==> config.mk <==
export PLATFORM = sky130hd
export DESIGN_NAME = regfile_mp
export DESIGN_NICKNAME = d
export VERILOG_FILES = /design/src/rtl/regfile_pkg.sv /design/src/rtl/regfile_scoreboard.sv /design/src/rtl/regfile_mp.sv
export SDC_FILE = /design/constraint.sdc
export NUM_CORES = 2
export LEC_CHECK = 0
export ABC_AREA = 1
export CAP_MARGIN = 20
export CORE_MARGIN = 5
export CORE_UTILIZATION = 55
export DETAILED_ROUTE_END_ITERATION = 8
export HOLD_SLACK_MARGIN = 0.08
export PLACE_DENSITY = 0.72
export SLEW_MARGIN = 20
export SYNTH_ARGS = -nofsm -noshare
export SYNTH_HDL_FRONTEND = slang
export SYNTH_SLANG_ARGS = --single-unit
==> constraint.sdc <==
create_clock -name i_clk -period 2.2 [get_ports i_clk]
set_input_delay 0.22 -clock i_clk [delete_from_list [all_inputs] [get_ports i_clk]]
set_output_delay 0.22 -clock i_clk [all_outputs]
set_load 0.02 [all_outputs]
==> src/rtl/regfile_pkg.sv <==
// Shared constants and helpers for the multi-port register file.
// Holds default dimensions, the hardwired zero register index and a constant clog2.
package regfile_pkg;

    localparam int XLEN_DEF  = 32;
    localparam int NREGS_DEF = 32;
    localparam int ZERO_REG  = 0;

    function automatic int clog2_f(input int n);
        int r;
        r = 0;
        while ((1 << r) < n) r++;
        return r;
    endfunction

endpackage

==> src/rtl/regfile_scoreboard.sv <==
// Per-register busy scoreboard: reservations set a bit, writebacks clear it.
// A reservation in the same cycle as a write to that register wins (newer producer).
module regfile_scoreboard
    import regfile_pkg::*;
#(
    parameter int NREGS = NREGS_DEF,
    parameter int NREAD = 2,
    parameter int AW    = clog2_f(NREGS)
) (
    input  logic                  i_clk,
    input  logic                  i_rst_n,
    input  logic                  i_rsv_en,
    input  logic [AW-1:0]         i_rsv_addr,
    input  logic [NREGS-1:0]      i_clr,
    input  logic [NREAD*AW-1:0]   i_rd_addr,
    output logic [NREAD-1:0]      o_rd_busy
);

    logic [NREGS-1:0] busy;
    logic [NREGS-1:0] set_mask;

    always_comb begin
        // NOTE: default every combinational output first so no path leaves it unassigned (no latch).
        set_mask = '0;
        if (i_rsv_en && i_rsv_addr != AW'(ZERO_REG))
            set_mask[i_rsv_addr] = 1'b1;
    end

    always_ff @(posedge i_clk or negedge i_rst_n) begin
        if (!i_rst_n)
            busy <= '0;
        else
            busy <= (busy & ~i_clr) | set_mask;
    end

    always_comb begin
        o_rd_busy = '0;
        for (int p = 0; p < NREAD; p++)
            o_rd_busy[p] = busy[i_rd_addr[p*AW +: AW]];
    end

endmodule

==> src/rtl/regfile_mp.sv <==
// Multi-port integer register file with registered reads, r0 hardwired to zero and busy scoreboard.
// Define REGFILE_BYPASS_EN to forward same-cycle write data/busy-clear to reads; otherwise read-before-write.
module regfile_mp
    import regfile_pkg::*;
#(
    parameter int XLEN   = XLEN_DEF,
    parameter int NREGS  = NREGS_DEF,
    parameter int NREAD  = 2,
    parameter int NWRITE = 1,
    localparam int AW    = clog2_f(NREGS)
) (
    input  logic                    i_clk,
    input  logic                    i_rst_n,
    input  logic [NREAD-1:0]        i_rd_en,
    input  logic [NREAD*AW-1:0]     i_rd_addr,
    output logic [NREAD*XLEN-1:0]   o_rd_data,
    output logic [NREAD-1:0]        o_rd_valid,
    output logic [NREAD-1:0]        o_rd_busy,
    input  logic [NWRITE-1:0]       i_wr_en,
    input  logic [NWRITE*AW-1:0]    i_wr_addr,
    input  logic [NWRITE*XLEN-1:0]  i_wr_data,
    input  logic                    i_rsv_en,
    input  logic [AW-1:0]           i_rsv_addr
);

    logic [XLEN-1:0]  regs   [NREGS];
    logic [NREGS-1:0] wr_hit;
    logic [XLEN-1:0]  wr_val [NREGS];
    logic [NREAD-1:0] sb_busy;
    logic [XLEN-1:0]  rd_data_d [NREAD];
    logic [NREAD-1:0] rd_busy_d;

    // Later ports overwrite earlier ones, so the highest-index writer wins a collision.
    always_comb begin
        wr_hit = '0;
        for (int r = 0; r < NREGS; r++)
            wr_val[r] = '0;
        for (int w = 0; w < NWRITE; w++) begin
            if (i_wr_en[w] && i_wr_addr[w*AW +: AW] != AW'(ZERO_REG)) begin
                wr_hit[i_wr_addr[w*AW +: AW]] = 1'b1;
                wr_val[i_wr_addr[w*AW +: AW]] = i_wr_data[w*XLEN +: XLEN];
            end
        end
    end

    // NOTE: the array is reset because registers must read 0 after reset; this rules out RAM macros.
    always_ff @(posedge i_clk or negedge i_rst_n) begin
        if (!i_rst_n) begin
            for (int r = 0; r < NREGS; r++)
                regs[r] <= '0;
        end else begin
            for (int r = 0; r < NREGS; r++)
                if (wr_hit[r])
                    regs[r] <= wr_val[r];
        end
    end

    regfile_scoreboard #(
        .NREGS (NREGS),
        .NREAD (NREAD),
        .AW    (AW)
    ) u_scoreboard (
        .i_clk      (i_clk),
        .i_rst_n    (i_rst_n),
        .i_rsv_en   (i_rsv_en),
        .i_rsv_addr (i_rsv_addr),
        .i_clr      (wr_hit),
        .i_rd_addr  (i_rd_addr),
        .o_rd_busy  (sb_busy)
    );

    // r0 needs no special case: it is never written nor reserved, so it reads 0 / not busy.
    always_comb begin
        rd_busy_d = '0;
        for (int p = 0; p < NREAD; p++) begin
`ifdef REGFILE_BYPASS_EN
            if (wr_hit[i_rd_addr[p*AW +: AW]]) begin
                rd_data_d[p] = wr_val[i_rd_addr[p*AW +: AW]];
                rd_busy_d[p] = 1'b0;
            end else begin
                rd_data_d[p] = regs[i_rd_addr[p*AW +: AW]];
                rd_busy_d[p] = sb_busy[p];
            end
`else
            rd_data_d[p] = regs[i_rd_addr[p*AW +: AW]];
            rd_busy_d[p] = sb_busy[p];
`endif
        end
    end

    // NOTE: sequential state uses non-blocking assignments so every flop samples pre-edge values.
    always_ff @(posedge i_clk or negedge i_rst_n) begin
        if (!i_rst_n) begin
            o_rd_data  <= '0;
            o_rd_valid <= '0;
            o_rd_busy  <= '0;
        end else begin
            o_rd_valid <= i_rd_en;
            for (int p = 0; p < NREAD; p++) begin
                if (i_rd_en[p]) begin
                    o_rd_data[p*XLEN +: XLEN] <= rd_data_d[p];
                    o_rd_busy[p]              <= rd_busy_d[p];
                end
            end
        end
    end

endmodule

[Word level (Yosys, flattened, before mapping)]
Index checks and enable logic that the tools add are counted.
Operators by class
  $lt $le $gt $ge: 10
  multiplexer cells: 19
  bitwise gates (word level): 7
  reductions and logical operators: 7
Operators by type and width (count)
  1024-bit bitwise AND: 1
  1024-bit 2-to-1 mux: 1
  32-bit binary-select mux with 5-bit select: 2
  32-bit 2-to-1 mux: 7
  32-bit demux with 5-bit select: 1
  32-bit bitwise AND: 1
  32-bit NOT: 1
  32-bit OR: 1
  5-bit by 6-bit less-than comparator with 1-bit output (second input constant): 4
  6-bit >= comparator (second input constant): 3
  5-bit NOT with 6-bit output: 3
  1-bit binary-select mux with 5-bit select: 2
  1-bit demux with 5-bit select: 2
  5-bit by 1-bit >= comparator with 1-bit output (second input constant): 2
  5-bit nonzero test: 2
  6-bit by 1-bit less-than comparator with 1-bit output (second input constant): 1
  1-bit logical AND: 5
  1-bit 2-to-1 mux: 4
Storage, ports and cells
  flip-flop bits (word level): 1124
  bits of input ports: 58
  output and inout bits: 68
  word-level logic and storage cells: 81

[Longest topological paths before layout]
  depth after elaboration: 8
  depth in mapped cells: 12
  gate-level depth less buffers: 9

[Hierarchy]
A second synthesis with hierarchy kept.
Unflattened totals
  cells, all modules: 8717
  area total of the unflattened synthesis: 60879.6 um2
Modules (own cells, without submodules)
  regfile_mp: instances 1, cells each 8448, area each 58979.1 um2, seq. area each 27326.2 um2
  regfile_scoreboard: instances 1, cells each 269, area each 1900.6 um2, seq. area each 800.8 um2

[Worst setup path after synthesis]
Ideal clock, no wire load.
  kind: input to register
  from: input port i_wr_addr[1]
  to: register regs[405] (netlist bit)
  setup time: 0.133 ns
  arrival time: 1.329 ns
  required time: 2.067 ns
  setup slack: 0.738 ns
  stages on the path: 8
  path buffers: 2
  cells stage by stage: nor2_4 > inv_2 > o21ai_4 > inv_2 > nand3_1 > buf_2 > buf_2 > o21ai_0
On the way
  cells in the longest elaborated chain, start to end: 7
  elaborated cells on any way between the ends: 16
  those cells by class: order compare: 4; mux: 6; bitwise: 2; reduce/logical: 4
Ends and longest elaborated chain
  from (decl): RTL line regfile_mp.sv:20  | input logic [NWRITE*AW-1:0] i_wr_addr,
  5-bit NOT with 6-bit output (not written as such): RTL line regfile_mp.sv:41  | wr_val[i_wr_addr[w*AW +: AW]] = i_wr_data[w*XLEN +: XLEN];
  6-bit >= comparator (not written as such) / 6-bit by 1-bit less-than comparator with 1-bit output (equally long branches): RTL line regfile_mp.sv:41
  1-bit logical AND (not written as such): RTL line regfile_mp.sv:41
  32-bit 2-to-1 mux (not written as such): RTL line regfile_mp.sv:41
  32-bit demux with 5-bit select: RTL line regfile_mp.sv:41
  1024-bit bitwise AND (no line)
  1024-bit 2-to-1 mux: RTL line regfile_mp.sv:39  | if (i_wr_en[w] && i_wr_addr[w*AW +: AW] != AW'(ZERO_REG)) begin
  to (signal, indexed assignment): RTL line regfile_mp.sv:54  | regs[r] <= wr_val[r];
  to (decl): RTL line regfile_mp.sv:26  | logic [XLEN-1:0] regs [NREGS];
Parallel ways exist; a longest one is shown, timed or not.
A chain may end at the register's enable or synchronous reset.

==> summary.md <==
| Metric | Value |
|---|---|
| Post-Syn Nets | `8718` |
| Worst Clk Skew | `0.0272 ns` |
| ANT nets after route | `0` |
| Setup-failing EPs final | `0` |
| Ys async rst share | `100%` |
| Post-layout min period | `2.06 ns` |
| Netlist cell types | `26` |
| Ys flop type | `dfrtp_1` |
| Peak Freq | `0.485 GHz` |
| Commonest cells post-synth | `nand2_1 (3645), nand3_1 (1798), dfrtp_1 (1124)` |
| Slew headroom | `43.9%` |
| CTS Buf Count | `120` |
| Number of post-CTS setup repair buffers | `0` |
| RSZ-0062 raised after global routing | `no` |
| GRT Util Overall | `37.9%` |
| Final Wtd Congestion | `0.914` |
| Drc violations | `3` |
| Via count | `62424` |
| HPWL Detailed | `135000 um` |
| Setup crit end kind | `asynchronous set/reset pin` |
| Hold slack | `0.134 ns` |
| Failing checks | `design-rule violations` |
| Initial antenna violation count | `3` |
| Crit path launch type | `input pin` |
| HP Class | `in -> reg` |
| Worst-Margin Slew | `0.841 ns` |
| Port Buffers | `125` |
| Die width | `341 um` |
| Syn_area_per_cell | `6.96 um^2` |
| Die area | `116000 um^2` |
| Wire per inst | `22.7 um` |
| Area Overhead vs Synth | `15.3%` |
| Drt pass-1 iters | `9` |
| CP required | `2.98 ns` |
| CTS tree | `done` |
| Row count | `121` |
| Final period util | `93.6%` |
| Arr. time, crit path | `2.84 ns` |
| Ports | `126` |
| Total power | `61.6 mW` |
| Post-synthesis sequential area ratio | `46.7%` |
| Worst VDD drop | `0.000725 V` |
| CP Class | `in -> async` |
| Status | `finished, violations left` |
| Mapped Cells | `8660` |
| Largest net degree at the start of global routing | `133` |
| First-pass GRT wire length | `347000 um` |
| Cell Area, Synth | `60300 um^2` |
| Worst-path fanout max | `39` |
| CTS Buffer Depth | `3` |
| Clock sinks | `1124` |
| Die Ht | `341 um` |
| Starting Density | `55.4%` |
| Share of cells above drive strength 1 | `7.25%` |
| Drt total wl | `226000 um` |
| Vias in the first global route | `58923` |
| Synth Warn # | `0` |
| Top-count cell post-synth | `nand2_1` |
| Max Cap Viol | `0` |
| Clock Latency Late Sink | `0.74 ns` |
| Yosys reg bits | `1124` |
| Clock transition at path regs | `0.06 ns` |
| Initial DRC Count | `10017` |
| Top cells by area, synth | `dfrtp_1 (47%), nand2_1 (23%), nand3_1 (15%), o21ai_0 (6.9%), clkbuf_1 (3.5%)` |
| Core ar. | `109000 um^2` |
| Leak | `32.7 nW` |
| Total Nets Final | `8522` |
| Area leader, netlist | `dfrtp_1` |
| H-tree Lvls | `3` |
| Final Hold Viols | `0` |
| Area share of the largest cell type after synthesis | `46.7%` |
| Pins Over Slew Limit | `0` |
| CTS Root Cell | `clkbuf_16` |
| Number of synthesized flops with an enable pin | `0` |
| Power Dens Cells | `887 nW/um^2` |
| Vias per cell | `6.26` |
| Total grt overflow | `0` |
[sequential cells by signal, indices dropped and copies added (netlist names)]
name and cells:
regs 1024, u_scoreboard.busy 32, o_rd_busy 2, o_rd_data 64, o_rd_valid 2
[power breakdown]
group | leakage, nW | total, mW | switching, mW | internal (mW)
registers | 14.4 | 27.7 | 3.16 | 24.6
logic | 16.2 | 12.4 | 7.53 | 4.82
clock network | 2.07 | 21.6 | 8.68 | 12.9
[cells by family (layout without fill, tap and decap cells)]
group,count (synthesis),in the layout,share of synthesized area (%)
DFF,1124,1124,46.7
buffers and inverters,879,783,5.88
AOI/OAI and AO/OA,1025,1025,8.57
and+or+nand+nor,5632,5632,38.9
other,0,1,0
[path summary, 6_finish.rpt]
path / to / cells past startpoint / start / slack (ns)
min in group asynchronous: regs[745] / 3 / i_rst_n / 0.61
max in group i_clk: o_rd_data[58] / 1 / o_rd_data[58] / 0.19
worst min-delay path: o_rd_data[5] / 4 / i_rd_addr[4] / 0.13
worst max register to register: o_rd_data[62] / 8 / regs[414] / 0.60
worst min register to register: regs[1014] / 0 / regs[1014] / 0.40
worst max-delay path: regs[204] / 4 / i_rst_n / 0.14
[layer usage]
layer | part of all wire (%) | wire, um | vias to the layer above | global-route usage (%)
met1 | 37 | 84500 | 29176 | 50.7
met2 | 43 | 98400 | 4474 | 57.5
met5 | 0 | 0 | - | 0
met3 | 13 | 29200 | 900 | 8.98
li1 | - | - | 27874 | -
met4 | 6.2 | 14100 | 0 | 20.6
[per-stage QoR]
| stage | instances | util, % | setup TNS, ns | area (um^2) | setup slack [ns] |
|---|---|---|---|---|---|
| final | 9979 | 63.8 | 0 | 69500 | 0.140 |
| after floorplan | 8660 | - | 0 | 60300 | 0.738 |
| after global placement | 9751 | 59.9 | -0.0829 | 65300 | -0.0217 |
| after detailed placement | 9751 | 59.9 | -0.351 | 65300 | -0.0432 |
| after CTS | 9978 | 63.8 | 0 | 69500 | 0.124 |
| after global routing | 9979 | 63.8 | 0 | 69500 | 0.0197 |
[cells in the final DEF, fill, tap and decap left out, drive strengths merged, types with 6 or more instances in the layout]
cell	instances
a21oi	160
buf	376
bufinv	15
clkbuf	183
clkdlybuf4s50	112
clkinv	21
dfrtp	1124
inv	71
nand2	3645
nand3	1799
nand4	6
nor2	170
nor3	12
o21ai	856
[what timing repair did]
action,in CTS,in global routing
endpoints found under the hold margin,525,0
hold buffers,5,0
gates resized for setup,0,0
[area by class of cell]
type	instances	area, um^2
multi-input cells	6657	28900
diodes	1	2.50
flip-flops and latches	1124	28100
clock buffers	183	3580
fillers	9379	39400
clock inverters	39	597
well taps	1414	1770
inverters	68	300
repair buffers	493	6210
[critical path, cell delays in order]
cell,delay (ns)
dlygate4sd3_1,0.52
dlygate4sd3_1,0.58
buf_8,0.40
dlygate4sd3_1,1.09
Note: power is estimated with default switching activity, not from simulation.
